--- src/rtl/sc_obstacle_scroll_pkg.sv ---
// Shared game definitions: FSM encodings and LFSR seed/tap constants.
package sc_obstacle_scroll_pkg;

    typedef enum logic [1:0] {
        IDLE  = 2'd0,
        RUN   = 2'd1,
        CRASH = 2'd2
    } gameState_t;

    localparam int          NUM_ROWS  = 8;
    localparam logic [7:0]  LFSR_SEED = 8'hB8;
    // x^8 + x^6 + x^5 + x^4 + 1, Fibonacci form, feedback enters at bit 0
    localparam logic [7:0]  LFSR_TAPS = 8'hB8;

    function automatic logic [7:0] lfsrNext(input logic [7:0] s);
        return {s[6:0], ^(s & LFSR_TAPS)};
    endfunction

endpackage

--- src/rtl/sc_lfsr8.sv ---
// Free-running 8-bit maximal-length LFSR; never stops, so start timing
// decides where obstacles spawn.
module sc_lfsr8
    import sc_obstacle_scroll_pkg::*;
(
    input  logic       clock,
    input  logic       reset,
    output logic [7:0] data
);

    // Step once per clock in every game state
    always_ff @(posedge clock or posedge reset) begin
        if (reset) data <= LFSR_SEED;
        else       data <= lfsrNext(data);
    end

endmodule

--- src/rtl/sc_obstacle_scroll.sv ---
// Obstacle road: 8-row scrolling buffer, tick divider and IDLE/RUN/CRASH FSM.
// Row 0 shares the player's row; obstacles enter at row 7 every other tick.
module sc_obstacle_scroll
    import sc_obstacle_scroll_pkg::*;
#(
    parameter int DATAWIDTH = 8,
    parameter int TICK_DIV  = 12500000
) (
    input  logic                     SC_OBSTACLE_SCROLL_CLOCK_50,
    input  logic                     SC_OBSTACLE_SCROLL_RESET_InHigh,
    input  logic                     SC_OBSTACLE_SCROLL_start_InLow,
    input  logic [DATAWIDTH-1:0]     SC_OBSTACLE_SCROLL_player_InBUS,
    output logic [8*DATAWIDTH-1:0]   SC_OBSTACLE_SCROLL_rows_OutBUS,
    output logic                     SC_OBSTACLE_SCROLL_collision_OutLow,
    output logic [7:0]               SC_OBSTACLE_SCROLL_score_OutBUS
);

    localparam int CNT_W = (TICK_DIV > 1) ? $clog2(TICK_DIV) : 1;
    localparam logic [CNT_W-1:0] TICK_LAST = CNT_W'(TICK_DIV - 1);

    logic clk;
    logic rst;
    assign clk = SC_OBSTACLE_SCROLL_CLOCK_50;
    assign rst = SC_OBSTACLE_SCROLL_RESET_InHigh;

    gameState_t                              state;
    logic [NUM_ROWS-1:0][DATAWIDTH-1:0]      rows;
    logic [7:0]                              score;
    logic [CNT_W-1:0]                        tickCnt;
    logic                                    spawn;
    logic                                    startPrev;
    logic                                    collisionLow;
    logic [7:0]                              lfsrData;

    logic                 startEvt;
    logic                 tick;
    logic                 hit;
    logic [DATAWIDTH-1:0] newRow;
    logic                 unusedLfsrBits;

    sc_lfsr8 uLfsr (
        .clock (clk),
        .reset (rst),
        .data  (lfsrData)
    );

    // Only the low three bits pick a column; the rest just feed the sequence
    assign unusedLfsrBits = ^lfsrData[7:3];

    assign startEvt = !SC_OBSTACLE_SCROLL_start_InLow && startPrev;
    assign tick     = (state == RUN) && (tickCnt == TICK_LAST);
    assign hit      = (state == RUN) && |(rows[0] & SC_OBSTACLE_SCROLL_player_InBUS);
    // Spawn flag alternates, so an obstacle row is always followed by an empty one
    assign newRow   = spawn ? (DATAWIDTH'(1) << lfsrData[2:0]) : '0;

    // Game FSM, tick divider, row shifter and score; collision beats tick
    always_ff @(posedge clk or posedge rst) begin
        if (rst) begin
            state        <= IDLE;
            rows         <= '0;
            score        <= 8'd0;
            tickCnt      <= '0;
            spawn        <= 1'b0;
            startPrev    <= 1'b1;
            collisionLow <= 1'b1;
        end else begin
            startPrev <= SC_OBSTACLE_SCROLL_start_InLow;
            unique case (state)
                IDLE, CRASH: begin
                    tickCnt <= '0;
                    if (startEvt) begin
                        rows         <= '0;
                        score        <= 8'd0;
                        spawn        <= 1'b0;
                        collisionLow <= 1'b1;
                        state        <= RUN;
                    end
                end
                RUN: begin
                    if (hit) begin
                        state        <= CRASH;
                        collisionLow <= 1'b0;
                        tickCnt      <= '0;
                    end else if (tick) begin
                        tickCnt                <= '0;
                        rows[NUM_ROWS-2:0]     <= rows[NUM_ROWS-1:1];
                        rows[NUM_ROWS-1]       <= newRow;
                        spawn                  <= ~spawn;
                        if (rows[0] != '0 && score != 8'hFF)
                            score <= score + 8'd1;
                    end else begin
                        tickCnt <= tickCnt + 1'b1;
                    end
                end
                default: begin
                    state   <= IDLE;
                    tickCnt <= '0;
                end
            endcase
        end
    end

    assign SC_OBSTACLE_SCROLL_rows_OutBUS      = rows;
    assign SC_OBSTACLE_SCROLL_score_OutBUS     = score;
    assign SC_OBSTACLE_SCROLL_collision_OutLow = collisionLow;

endmodule

--- config.mk ---
export PLATFORM = sky130hd
export DESIGN_NAME = sc_obstacle_scroll
export DESIGN_NICKNAME = d
export VERILOG_FILES = /design/src/rtl/sc_obstacle_scroll_pkg.sv /design/src/rtl/sc_lfsr8.sv /design/src/rtl/sc_obstacle_scroll.sv
export SDC_FILE = /design/constraint.sdc
export NUM_CORES = 1
export LEC_CHECK = 0
export CAP_MARGIN = 20
export CORE_MARGIN = 2
export CORE_UTILIZATION = 52
export DETAILED_ROUTE_END_ITERATION = 6
export PLACE_DENSITY_LB_ADDON = 0.15
export SETUP_SLACK_MARGIN = 0.1
export SYNTH_ARGS = -nofsm -noshare
export SYNTH_HDL_FRONTEND = slang
export SYNTH_SLANG_ARGS = --single-unit
--- constraint.sdc ---
create_clock -name SC_OBSTACLE_SCROLL_CLOCK_50 -period 4.3 [get_ports SC_OBSTACLE_SCROLL_CLOCK_50]
set_input_delay 0.645 -clock SC_OBSTACLE_SCROLL_CLOCK_50 [delete_from_list [all_inputs] [get_ports SC_OBSTACLE_SCROLL_CLOCK_50]]
set_output_delay 0.645 -clock SC_OBSTACLE_SCROLL_CLOCK_50 [all_outputs]
set_load 0.01 [all_outputs]
## After elaboration in Yosys (flattened, before gate mapping)

Index checks and enable logic that the tools add are counted.

- Register bits after elaboration: 109
- Bits of input ports: 11
- Output and inout port bits: 73
- Word-level logic and storage cells: 67

- $add $sub $neg: 2
- Eq/ne operators: 9
- Shifts and indexed selects: 1
- Mux-type cells: 23
- Bitwise logic cells: 2
- Reductions and logical operators: 15

Operator list:

| operator | number |
|---|---|
| $mux W64 | 3 |
| $pmux W64 S2 | 1 |
| $mux W24 | 3 |
| $mux W8 | 5 |
| $add A24 B1 Y24 const B | 1 |
| $eq A24 B24 Y1 const B | 1 |
| $pmux W8 S2 | 1 |
| $add A8 B1 Y8 const B | 1 |
| $and A8 B8 Y8 | 1 |
| $ne A2 B2 Y1 const B | 4 |
| $ne A8 B8 Y1 const B | 1 |
| $reduce_bool A8 Y1 | 1 |
| $reduce_or A8 Y1 | 1 |
| $reduce_xor A8 Y1 | 1 |
| $shl A1 B3 Y8 const A | 1 |
| $mux W1 | 5 |
| $reduce_and A5 Y1 | 1 |
| $logic_and A1 B1 Y1 | 4 |
| $mux W2 | 2 |
| $pmux W1 S2 | 2 |
| $pmux W2 S2 | 1 |
| $reduce_and A4 Y1 | 1 |
| $reduce_and A3 Y1 | 1 |
| $eq A2 B1 Y1 const B | 1 |
| 8 further kinds | 8 |

## Longest topological paths before layout

Gate-level depths: netlist (run 1).

- Depth after elaboration: 6
- Depth in mapped cells: 7
- Mapped depth without buffers: 6

## Cells and area by module

A second synthesis (run 1) with hierarchy kept.

- Cell total of the unflattened synthesis: 493
- Area total of the unflattened synthesis: 5133.7 um2

By module, submodules not included:

| module | times used | cells each | area each (um2) |
|---|---|---|---|
| sc_obstacle_scroll | 1 | 481 | 4898.4 |
| sc_lfsr8 | 1 | 12 | 235.2 |

## Worst setup path after synthesis (run 1)

OpenSTA, ideal clock, no wires.

- Path type: in2reg
- Start point: input port SC_OBSTACLE_SCROLL_player_InBUS[1]
- End point: register rows (netlist bit SC_OBSTACLE_SCROLL_rows_OutBUS[0])
- Library setup time: 0.121 ns
- Data arrival time: 1.980 ns
- Slack: 2.199 ns
- Stages on the path: 7
- Buffers on the path: 2
- Path through: a22o_1 a221oi_1 a21o_1 nand2_1 buf_6 buf_6 a22o_1

- Word-level cells in the longest chain between the ends: 5

Ends and longest elaborated chain:

| what | line | RTL |
|---|---|---|
| start: declaration | sc_obstacle_scroll.sv:12 | `input logic [DATAWIDTH-1:0] SC_OBSTACLE_SCROLL_player_InBUS,` |
| $and A8 B8 Y8 | sc_obstacle_scroll.sv:52 | `assign hit = (state == RUN) && \|(rows[0] & SC_OBSTACLE_SCROLL_player_InBUS);` |
| $reduce_or A8 Y1 | sc_obstacle_scroll.sv:52 |  |
| $logic_and A1 B1 Y1 | sc_obstacle_scroll.sv:52 |  |
| $ne A2 B2 Y1 (no source line) | n/a |  |
| $reduce_and A4 Y1 (no source line) | n/a |  |
| end signal: indexed assignment | sc_obstacle_scroll.sv:86 | `rows[NUM_ROWS-2:0] <= rows[NUM_ROWS-1:1];` |
| end signal: indexed assignment | sc_obstacle_scroll.sv:87 | `rows[NUM_ROWS-1] <= newRow;` |
| end: declaration | sc_obstacle_scroll.sv:27 | `logic [NUM_ROWS-1:0][DATAWIDTH-1:0] rows;` |

Every way passes these cells.
A chain may end at the register's enable or synchronous reset.

## Final worst setup path (run 1)

- Start point: input port SC_OBSTACLE_SCROLL_player_InBUS[2]
- End point: register spawn

- Word-level cells in the longest chain between the ends: 5

Ends and longest elaborated chain:

| what | line | RTL |
|---|---|---|
| $and A8 B8 Y8 | sc_obstacle_scroll.sv:52 |  |
| $reduce_or A8 Y1 | sc_obstacle_scroll.sv:52 |  |
| $logic_and A1 B1 Y1 | sc_obstacle_scroll.sv:52 |  |
| $ne A2 B2 Y1 (no source line) | n/a |  |
| $reduce_and A4 Y1 (no source line) | n/a |  |
| end signal: assignment | sc_obstacle_scroll.sv:88 | `spawn <= ~spawn;` |
| end: declaration | sc_obstacle_scroll.sv:30 | `logic spawn;` |

Every way passes these cells.

==> impl_metrics.py, run 1 <==
metrics = {
    "run_status": {
        "status": "finished clean",
    },
    "layout": {
        "fillers": 667,
        "layout_common_cells": "dfrtp_1, clkdlybuf4s50_1, a22o_1",
        "antennaDiodeCount": 0,
        "final_core_util_pct": 65.1,
        "stdcell_area_sq_um": 5590,
        "layout-drive-gt1-share_pct": 7.96,
        "area_growth_syn_to_layout_pct": 22.9,
        "finalNonFillerCells": 560,
        "layout_commonest_cell": "dfrtp_1",
        "fin_nets": 461,
    },
    "logic_synthesis": {
        "ys_ff_latch": 109,
        "netlist_area_sq_um": 4550,
        "synth_area_leader_cell": "dfrtp_1",
        "ys_types": 45,
        "yosys_warnings": 0,
        "synth_nets": 382,
        "ys_seq_area_share_pct": 60.1,
        "synth_cells": 369,
        "ys_top_cells_by_area": "dfrtp_1, a22o_1, dfstp_2, nor2_1, xnor2_1",
        "yosysTopAreaCellShare_pct": 56.6,
        "syn_area_per_cell_sq_um": 12.3,
    },
    "setup_path": {
        "cp.arrival_ns": 3.05,
        "critPathKind": "in2reg",
        "cp.depth": 7,
        "cpMaxStageDelayCell": "a221oi_1",
        "cp_top_family": "buffers and inverters",
        "crit_chain": "clkdlybuf4s50_1 -> a22o_1 -> a221oi_1 -> nand3_1 -> nor2_4 -> buf_4 -> mux2_2",
        "path_max_fanout": 57,
        "worstPathRequired_ns": 4.61,
        "path_buf_inv": 2,
        "r2r_cells": 6,
        "crit_path_start_kind": "primary input",
        "crit_path_end_kind": "flip-flop",
        "max_stage_delay_ns": 0.54,
    },
    "global_route": {
        "grt_pass1_vias": 2963,
        "grt_max_degree": 66,
        "grt_antenna_before_repair": 0,
        "grt_usage_pct": 20.5,
        "use_met3_pct": 4.17,
        "overflow": 0,
        "grt_pass1_wl_microns": 15600,
        "met2_usage_pct": 29.1,
        "grt_use_met1_pct": 31.3,
        "busiest_layer": "met1",
    },
    "timing": {
        "fin_skew_ns": 0.0186,
        "fin_crit_sh_pct": 63.8,
        "finalHoldViolations": 0,
        "tns_ns": 0,
        "final_max_slew_viol_count": 0,
        "relSlewSlack_pct": 38.6,
        "rsz0062_at_grt": "no",
        "setup_violations": 0,
        "finalCriticalPeriod_ns": 2.74,
        "fmax_mhz": 364,
        "tightest_slew_ns": 0.920,
    },
    "clock_tree": {
        "tritoncts": "done",
        "cts_resized": 0,
        "hold_buffers": 0,
        "clock-sinks": 109,
        "clock_latency_ns": 0.38,
        "cts_made_buffers": 9,
        "cts_root_buf": "clkbuf_8",
        "clk_pin_slew_ns": 0.10,
        "post-cts-setup-buffer-count": 0,
        "cts_max_level": 3,
        "clockBufferDepth": 2,
    },
    "route": {
        "drtAntennaViolNets": 0,
        "vias": 3124,
        "wl_per_cell_microns": 16.6,
        "drc_errors": 0,
        "first_iter_violations": 153,
        "wirelength_microns": 9280,
        "first_pass_iters": 4,
        "via_per_inst": 5.58,
    },
    "floorplanning": {
        "row_count": 34,
        "fp.coreArea_sq_um": 8590,
        "dieWidth_microns": 97.5,
        "top_level_ports": 84,
        "die_h_microns": 97.5,
        "dieArea_sq_um": 9520,
        "start_util_pct": 53.0,
    },
    "placed_design": {
        "dp_cells": 545,
        "place_area_sq_um": 5410,
        "io_buffers": 83,
        "gp_congestion": 0.845,
        "detailed_place_hpwl_microns": 6370,
    },
    "worst_hold_path": {
        "worst_hold_path.num_cells": 0,
        "worstHoldPathType": "reg2reg",
    },
    "power": {
        "p_per_area_nw_per_um2": 354,
        "leakagePower_nw": 2.48,
        "power_mw": 1.98,
        "ir_drop_mv": 0.242,
    },
    "job": {
        "maxCapViolCount": 0,
    },
}
## kinds of logic (layout without fill, tap and decap cells)
group	after synthesis	after routing	synth area share, %
and+or+nand+nor	119	119	13.1
DFF	109	109	60.1
AOI/OAI and AO/OA	77	77	15.0
buffers and inverters	26	109	3.79
xor gates and xnor gates	25	25	4.81
muxes	11	11	2.67
adders and majority gates	2	2	0.550
## routing by layer
metal	share of wire (%)	wire length, microns	vias up
li1	-	-	1506
met1	49	4510	1535
met3	4.5	413	11
met4	1.7	155	0
met5	0	0	-
met2	45	4200	72
## cell usage after synthesis
| master | number |
|---|---|
| dfrtp_1 | 103 |
| a22o_1 | 58 |
| nor2_1 | 40 |
| nand2_1 | 21 |
| xnor2_1 | 13 |
| nand4_1 | 12 |
| xor2_1 | 12 |
| nor3_1 | 11 |
| buf_6 | 9 |
| mux2_1 | 8 |
| nand3_1 | 8 |
| inv_1 | 7 |
| dfstp_2 | 6 |
| nand2b_1 | 6 |
| clkbuf_1 | 5 |
| and3_1 | 4 |
| or2_2 | 4 |
| a32o_1 | 3 |
| buf_2 | 3 |
| nand3b_1 | 3 |
| or4_1 | 3 |
| a21oi_1 | 2 |
| a221oi_1 | 2 |
| ha_1 | 2 |
| mux2i_1 | 2 |
| nor4_1 | 2 |
| o21ai_0 | 2 |
| a211o_1 | 1 |
| a21o_1 | 1 |
| and4bb_1 | 1 |
| buf_1 | 1 |
| buf_4 | 1 |
| mux2_2 | 1 |
| nor2b_1 | 1 |
| nor3_2 | 1 |
| nor4b_1 | 1 |
| nor4b_2 | 1 |
| o2111ai_1 | 1 |
| o21a_1 | 1 |
| o2bb2ai_1 | 1 |
| o31a_1 | 1 |
| o31ai_1 | 1 |
| o41a_1 | 1 |
| o41ai_1 | 1 |
| o41ai_4 | 1 |
## flip-flops by register name (all words and copies together), names as in the netlist
signal / flops
SC_OBSTACLE_SCROLL_rows_OutBUS: 64
SC_OBSTACLE_SCROLL_score_OutBUS: 8
startPrev: 1
tickCnt: 24
SC_OBSTACLE_SCROLL_collision_OutLow: 1
state: 2
spawn: 1
uLfsr.data: 8
## area by class of cell
class / instances / area, sq um / area share [%]
Tap cell: 108 / 135 / 2.42
Timing Repair Buffer: 87 / 861 / 15.4
Sequential cell: 109 / 2740 / 48.9
Multi-Input combinational cell: 234 / 1650 / 29.6
Clock inverter: 6 / 55.1 / 0.985
Clock buffer: 9 / 124 / 2.22
Inverter: 7 / 28.8 / 0.515
## where the power goes
| group | switching, mW | leakage, nW | internal [mW] |
|---|---|---|---|
| Combinational | 0.145 | 0.920 | 0.121 |
| Clock | 0.357 | 0.0858 | 0.219 |
| Sequential | 0.0580 | 1.48 | 1.08 |
| Total | 0.560 | 2.48 | 1.42 |
## worst paths after layout
| path | startpoint | endpoint | slack, ns |
|---|---|---|---|
| max in group asynchronous | SC_OBSTACLE_SCROLL_RESET_InHigh | uLfsr.data[3] | 2.70 |
| worst max-delay path | SC_OBSTACLE_SCROLL_player_InBUS[2] | spawn | 1.56 |
| worst max register to register | tickCnt[9] | spawn | 1.71 |
| worst min register to register | uLfsr.data[6] | uLfsr.data[7] | 0.36 |
| min in group asynchronous | SC_OBSTACLE_SCROLL_RESET_InHigh | tickCnt[7] | 0.75 |
| worst min-delay path | uLfsr.data[6] | uLfsr.data[7] | 0.36 |
## per-stage QoR
stage | setup slack (ns) | hold slack [ns]
finish | 1.56 | 0.358
floorplan | 0.791 | 0.333
detailed placement | 1.25 | 0.339
CTS | 1.63 | 0.361
global route | 1.44 | 0.380
global placement | 1.35 | 0.336
## worst reg2reg max path: cells and delay by family, from the launching register on
family | cells | cell delay [ns]
compound gates | 1 | 0.60
buf+inv | 1 | 0.49
flops | 1 | 0.44
mux | 1 | 0.26
simple gates | 3 | 0.74
No activity file was read; power rests on OpenSTA's default activity.
==> run 2: changes to the inputs <==
==> constraint.sdc (replaced) <==
create_clock -name SC_OBSTACLE_SCROLL_CLOCK_50 -period 2.6 [get_ports SC_OBSTACLE_SCROLL_CLOCK_50]
set_input_delay 0.39 -clock SC_OBSTACLE_SCROLL_CLOCK_50 [delete_from_list [all_inputs] [get_ports SC_OBSTACLE_SCROLL_CLOCK_50]]
set_output_delay 0.39 -clock SC_OBSTACLE_SCROLL_CLOCK_50 [all_outputs]
set_load 0.01 [all_outputs]
==> impl_metrics.py, run 2 (synthesis gave the netlist of run 1 again) <==
metrics = {
    "global_route": {
        "grt_pass1_wl_microns": 15900,
        "grt_antenna_before_repair": 0,
        "grt_pass1_vias": 3166,
        "overflow": 0,
        "grt_usage_pct": 20.7,
        "grt_max_degree": 66,
    },
    "clock_tree": {
        "cts_max_level": 3,
        "clock-sinks": 109,
        "clockBufferDepth": 2,
        "clock_latency_ns": 0.37,
        "hold_buffers": 0,
        "cts_resized": 0,
        "cts_root_buf": "clkbuf_8",
        "tritoncts": "done",
        "clk_pin_slew_ns": 0.11,
        "post-cts-setup-buffer-count": 0,
        "cts_made_buffers": 9,
    },
    "power": {
        "power_mw": 3.29,
        "p_per_area_nw_per_um2": 577,
        "leakagePower_nw": 2.52,
        "ir_drop_mv": 0.366,
    },
    "placed_design": {
        "gp_congestion": 0.843,
        "io_buffers": 83,
        "detailed_place_hpwl_microns": 6620,
    },
    "layout": {
        "fin_nets": 466,
        "layout_common_cells": "dfrtp_1, clkdlybuf4s50_1, a22o_1",
        "area_growth_syn_to_layout_pct": 25.1,
        "antennaDiodeCount": 0,
        "largest_reg_flops": 64,
        "layout_commonest_cell": "dfrtp_1",
        "layout-drive-gt1-share_pct": 8.95,
    },
    "timing": {
        "relSlewSlack_pct": 54.0,
        "tns_ns": 0,
        "fmax_mhz": 418,
        "final_max_slew_viol_count": 0,
        "finalCriticalPeriod_ns": 2.39,
        "tightest_slew_ns": 0.689,
        "setup_violations": 0,
        "fin_skew_ns": 0.0179,
        "rsz0062_at_grt": "yes",
        "fin_crit_sh_pct": 91.9,
        "finalHoldViolations": 0,
    },
    "route": {
        "vias": 3199,
        "first_pass_iters": 4,
        "drc_errors": 0,
        "drtAntennaViolNets": 0,
        "first_iter_violations": 206,
        "wirelength_microns": 9400,
        "wl_per_cell_microns": 16.6,
        "via_per_inst": 5.65,
    },
    "setup_path": {
        "cp_top_family": "compound AO/OA/AOI/OAI gates",
        "worstPathRequired_ns": 2.85,
        "cpMaxStageDelayCell": "o41a_1",
        "crit_path_end_kind": "flip-flop",
        "critPathKind": "reg2reg",
        "crit_chain": "nor4b_1 -> nand4_1 -> o41a_1 -> o31a_1 -> a211o_1",
        "path_max_fanout": 4,
        "path_buf_inv": 0,
        "cp.arrival_ns": 2.64,
        "crit_path_start_kind": "flip-flop",
        "max_stage_delay_ns": 0.62,
    },
    "floorplanning": {
        "die_h_microns": 97.5,
        "fp.coreArea_sq_um": 8590,
        "row_count": 34,
        "start_util_pct": 53.0,
        "dieArea_sq_um": 9520,
        "dieWidth_microns": 97.5,
        "top_level_ports": 84,
    },
    "worst_hold_path": {
        "worstHoldPathType": "reg2reg",
    },
    "run_status": {
        "status": "finished clean",
    },
    "job": {
        "maxCapViolCount": 0,
    },
}
==> run 2: cell types whose count changed in the layout (fill, tap and decap cells not counted), sizes merged <==
cell      before  now
clkbuf         9   10
clkinvlp       2    3
clkinv         1    2
buf            4    9
inv           10    8
==> run 2: layer usage <==
| metal | vias up | track usage [%] | part of all wire [%] |
|---|---|---|---|
| met1 | 1600 | 30.6 | 47 |
| li1 | 1513 | - | - |
| met4 | 0 | 8.01 | 1.6 |
| met3 | 13 | 4.10 | 4.2 |
| met5 | - | 0 | 0 |
| met2 | 73 | 30.3 | 47 |
==> run 2: worst paths after layout <==
| kind | depth (start not counted) | to | from | slack [ns] |
|---|---|---|---|---|
| worst max-delay path | 5 | SC_OBSTACLE_SCROLL_score_OutBUS[4] | tickCnt[9] | 0.21 |
| worst min-delay path | 0 | uLfsr.data[7] | uLfsr.data[6] | 0.36 |
| worst max register to register | 5 | SC_OBSTACLE_SCROLL_score_OutBUS[4] | tickCnt[9] | 0.21 |
| worst min register to register | 0 | uLfsr.data[7] | uLfsr.data[6] | 0.36 |
| max in group asynchronous | 3 | startPrev | SC_OBSTACLE_SCROLL_RESET_InHigh | 1.40 |
| min in group asynchronous | 2 | SC_OBSTACLE_SCROLL_score_OutBUS[2] | SC_OBSTACLE_SCROLL_RESET_InHigh | 0.48 |
==> run 2: stage by stage <==
stage	setup WS, ns	area, sq um	std cells	hold slack (ns)	utilization (%)
2_1_floorplan	0.508	4550	369	0.333	-
3_3_place_gp	0.239	5500	550	0.337	64.0
3_5_place_dp	0.101	5500	550	0.343	64.0
4_1_cts	0.184	5690	566	0.365	66.2
5_1_grt	0.0990	5690	566	0.380	66.2
6_report	0.210	5690	566	0.361	66.2
==> run 2: report_power, final <==
part           internal, mW  leakage, nW  total (mW)  switching, mW
logic                 0.213        0.961       0.449          0.236
clock network         0.366       0.0863       0.957          0.591
registers              1.79         1.48        1.88         0.0946
==> run 2: worst reg2reg max path, delay by kind of cell, from the launching register on <==
kind | cells | cell delay (ns)
AOI/OAI and AO/OA | 3 | 1.23
DFF | 1 | 0.45
and+or+nand+nor | 2 | 0.61
==> run 2: area by class of cell <==
class                           count  area [sq um]
Sequential cell                   109          2740
Fill cell                         669          2900
Timing Repair Buffer               92           948
Clock buffer                       10           128
Tap cell                          108           135
Clock inverter                      6          57.6
Inverter                            7          30.0
Multi-Input combinational cell    234          1660
==> run 3: changes to the inputs <==
--- a/config.mk
+++ b/config.mk
@@ -6,8 +6,10 @@
 export NUM_CORES = 1
 export LEC_CHECK = 0
 export CAP_MARGIN = 20
+export CELL_PAD_IN_SITES_DETAIL_PLACEMENT = 1
+export CELL_PAD_IN_SITES_GLOBAL_PLACEMENT = 1
 export CORE_MARGIN = 2
-export CORE_UTILIZATION = 52
+export CORE_UTILIZATION = 42
 export DETAILED_ROUTE_END_ITERATION = 6
 export PLACE_DENSITY_LB_ADDON = 0.15
 export SETUP_SLACK_MARGIN = 0.1
==> impl_metrics.py, run 3 (synthesis gave the netlist of run 1 again) <==
metrics = {
    "setup_path": {
        "crit_path_end_kind": "flip-flop",
        "crit_chain": "nor4b_2 -> nand4_1 -> o41a_1 -> o31a_1 -> a211o_1",
        "worstPathRequired_ns": 2.87,
        "max_stage_delay_ns": 0.60,
        "crit_path_start_kind": "flip-flop",
        "critPathKind": "reg2reg",
        "cpMaxStageDelayCell": "o41a_1",
        "cp.arrival_ns": 2.62,
        "path_max_fanout": 6,
    },
    "layout": {
        "area_growth_syn_to_layout_pct": 26.6,
        "layout_commonest_cell": "dfrtp_1",
        "finalNonFillerCells": 600,
        "final_core_util_pct": 53.9,
        "fin_nets": 468,
        "layout-drive-gt1-share_pct": 9.78,
        "layout_common_cells": "dfrtp_1, clkdlybuf4s50_1, a22o_1",
        "antennaDiodeCount": 0,
        "largest_reg_flops": 64,
    },
    "placed_design": {
        "dp_cells": 584,
        "io_buffers": 83,
        "gp_congestion": 0.784,
        "detailed_place_hpwl_microns": 7330,
    },
    "power": {
        "power_mw": 3.36,
        "ir_drop_mv": 0.397,
        "leakagePower_nw": 2.55,
        "p_per_area_nw_per_um2": 583,
    },
    "clock_tree": {
        "clock_latency_ns": 0.39,
        "cts_root_buf": "clkbuf_8",
        "cts_max_level": 3,
        "clock-sinks": 109,
        "clockBufferDepth": 2,
        "clk_pin_slew_ns": 0.11,
        "tritoncts": "done",
        "cts_made_buffers": 9,
    },
    "timing": {
        "setup_violations": 0,
        "finalCriticalPeriod_ns": 2.35,
        "finalHoldViolations": 0,
        "tns_ns": 0,
        "rsz0062_at_grt": "no",
        "tightest_slew_ns": 0.577,
        "relSlewSlack_pct": 61.1,
        "fin_skew_ns": 0.0141,
        "fin_crit_sh_pct": 90.3,
        "fmax_mhz": 426,
        "final_max_slew_viol_count": 0,
    },
    "route": {
        "first_pass_iters": 4,
        "wirelength_microns": 10600,
        "vias": 3260,
        "drc_errors": 0,
        "wl_per_cell_microns": 17.7,
        "via_per_inst": 5.43,
        "first_iter_violations": 82,
        "drtAntennaViolNets": 0,
    },
    "floorplanning": {
        "dieWidth_microns": 108,
        "top_level_ports": 84,
        "die_h_microns": 108,
        "fp.coreArea_sq_um": 10700,
        "row_count": 38,
        "start_util_pct": 42.5,
        "dieArea_sq_um": 11700,
    },
    "global_route": {
        "grt_antenna_before_repair": 0,
        "grt_pass1_vias": 3388,
        "grt_pass1_wl_microns": 17900,
        "overflow": 0,
        "grt_max_degree": 66,
        "grt_usage_pct": 19.7,
    },
    "job": {
        "maxCapViolCount": 0,
    },
    "worst_hold_path": {
        "worstHoldPathType": "reg2reg",
    },
    "run_status": {
        "status": "finished clean",
    },
}
==> run 3: changes by cell type in the layout (fill, tap and decap cells not counted), sizes merged <==
cell,before,now
buf,9,11
inv,8,9
clkbuf,10,9
clkinvlp,3,1
clkinv,2,4
==> run 3: area by class of cell <==
class	count	area [sq um]
inverters	7	30.0
clock buffers	9	124
well taps	140	175
clock inverters	7	70.1
multi-input cells	234	1670
fillers	1123	4930
flip-flops and latches	109	2740
repair buffers	94	963
==> run 3: timing repair <==
item                                    in CTS  in global routing
resized for setup                            0                  2
hold buffers                                 0                  0
setup buffers                                0                  0
endpoints found under the setup margin       0                  4
hold endpoints to repair                     0                  0
==> run 3: through the flow <==
stage | cell area, sq um | hold WS, ns | setup WS, ns
detailed placement | 5560 | 0.343 | 0.227
floorplan | 4550 | 0.333 | 0.508
finish | 5760 | 0.376 | 0.253
global route | 5760 | 0.380 | 0.127
CTS | 5750 | 0.376 | 0.208
global placement | 5560 | 0.339 | 0.264
==> run 3: final timing paths <==
path	start	to	slack [ns]	depth (start not counted)
max in group asynchronous	SC_OBSTACLE_SCROLL_RESET_InHigh	SC_OBSTACLE_SCROLL_rows_OutBUS[22]	1.84	3
worst max register to register	tickCnt[5]	SC_OBSTACLE_SCROLL_score_OutBUS[4]	0.25	5
worst max-delay path	tickCnt[5]	SC_OBSTACLE_SCROLL_score_OutBUS[4]	0.25	5
worst min-delay path	uLfsr.data[6]	uLfsr.data[7]	0.38	0
worst min register to register	uLfsr.data[6]	uLfsr.data[7]	0.38	0
min in group asynchronous	SC_OBSTACLE_SCROLL_RESET_InHigh	SC_OBSTACLE_SCROLL_score_OutBUS[4]	0.43	3
==> run 3: where the power goes <==
group	total (mW)	leakage, nW	internal (mW)	switching [mW]
combinational	0.462	0.969	0.216	0.246
sequential	1.88	1.48	1.79	0.0949
clock	1.01	0.100	0.375	0.639
total	3.36	2.55	2.38	0.980
==> run 3: routing by layer <==
metal	track usage, %	vias to the layer above	wire, microns	share of wire, %
met5	0	-	0	0
met4	7.14	0	166	1.6
met3	3.50	12	393	3.7
met2	30.6	64	5060	48
met1	27.9	1665	5010	47
li1	-	1519	-	-
==> run 3: worst max-delay path, delay by kind of cell, from the launching register on <==
kind | cells | cell delay, ns
AO/OA/AOI/OAI | 3 | 1.21
flip-flops | 1 | 0.49
AND/OR/NAND/NOR | 2 | 0.54
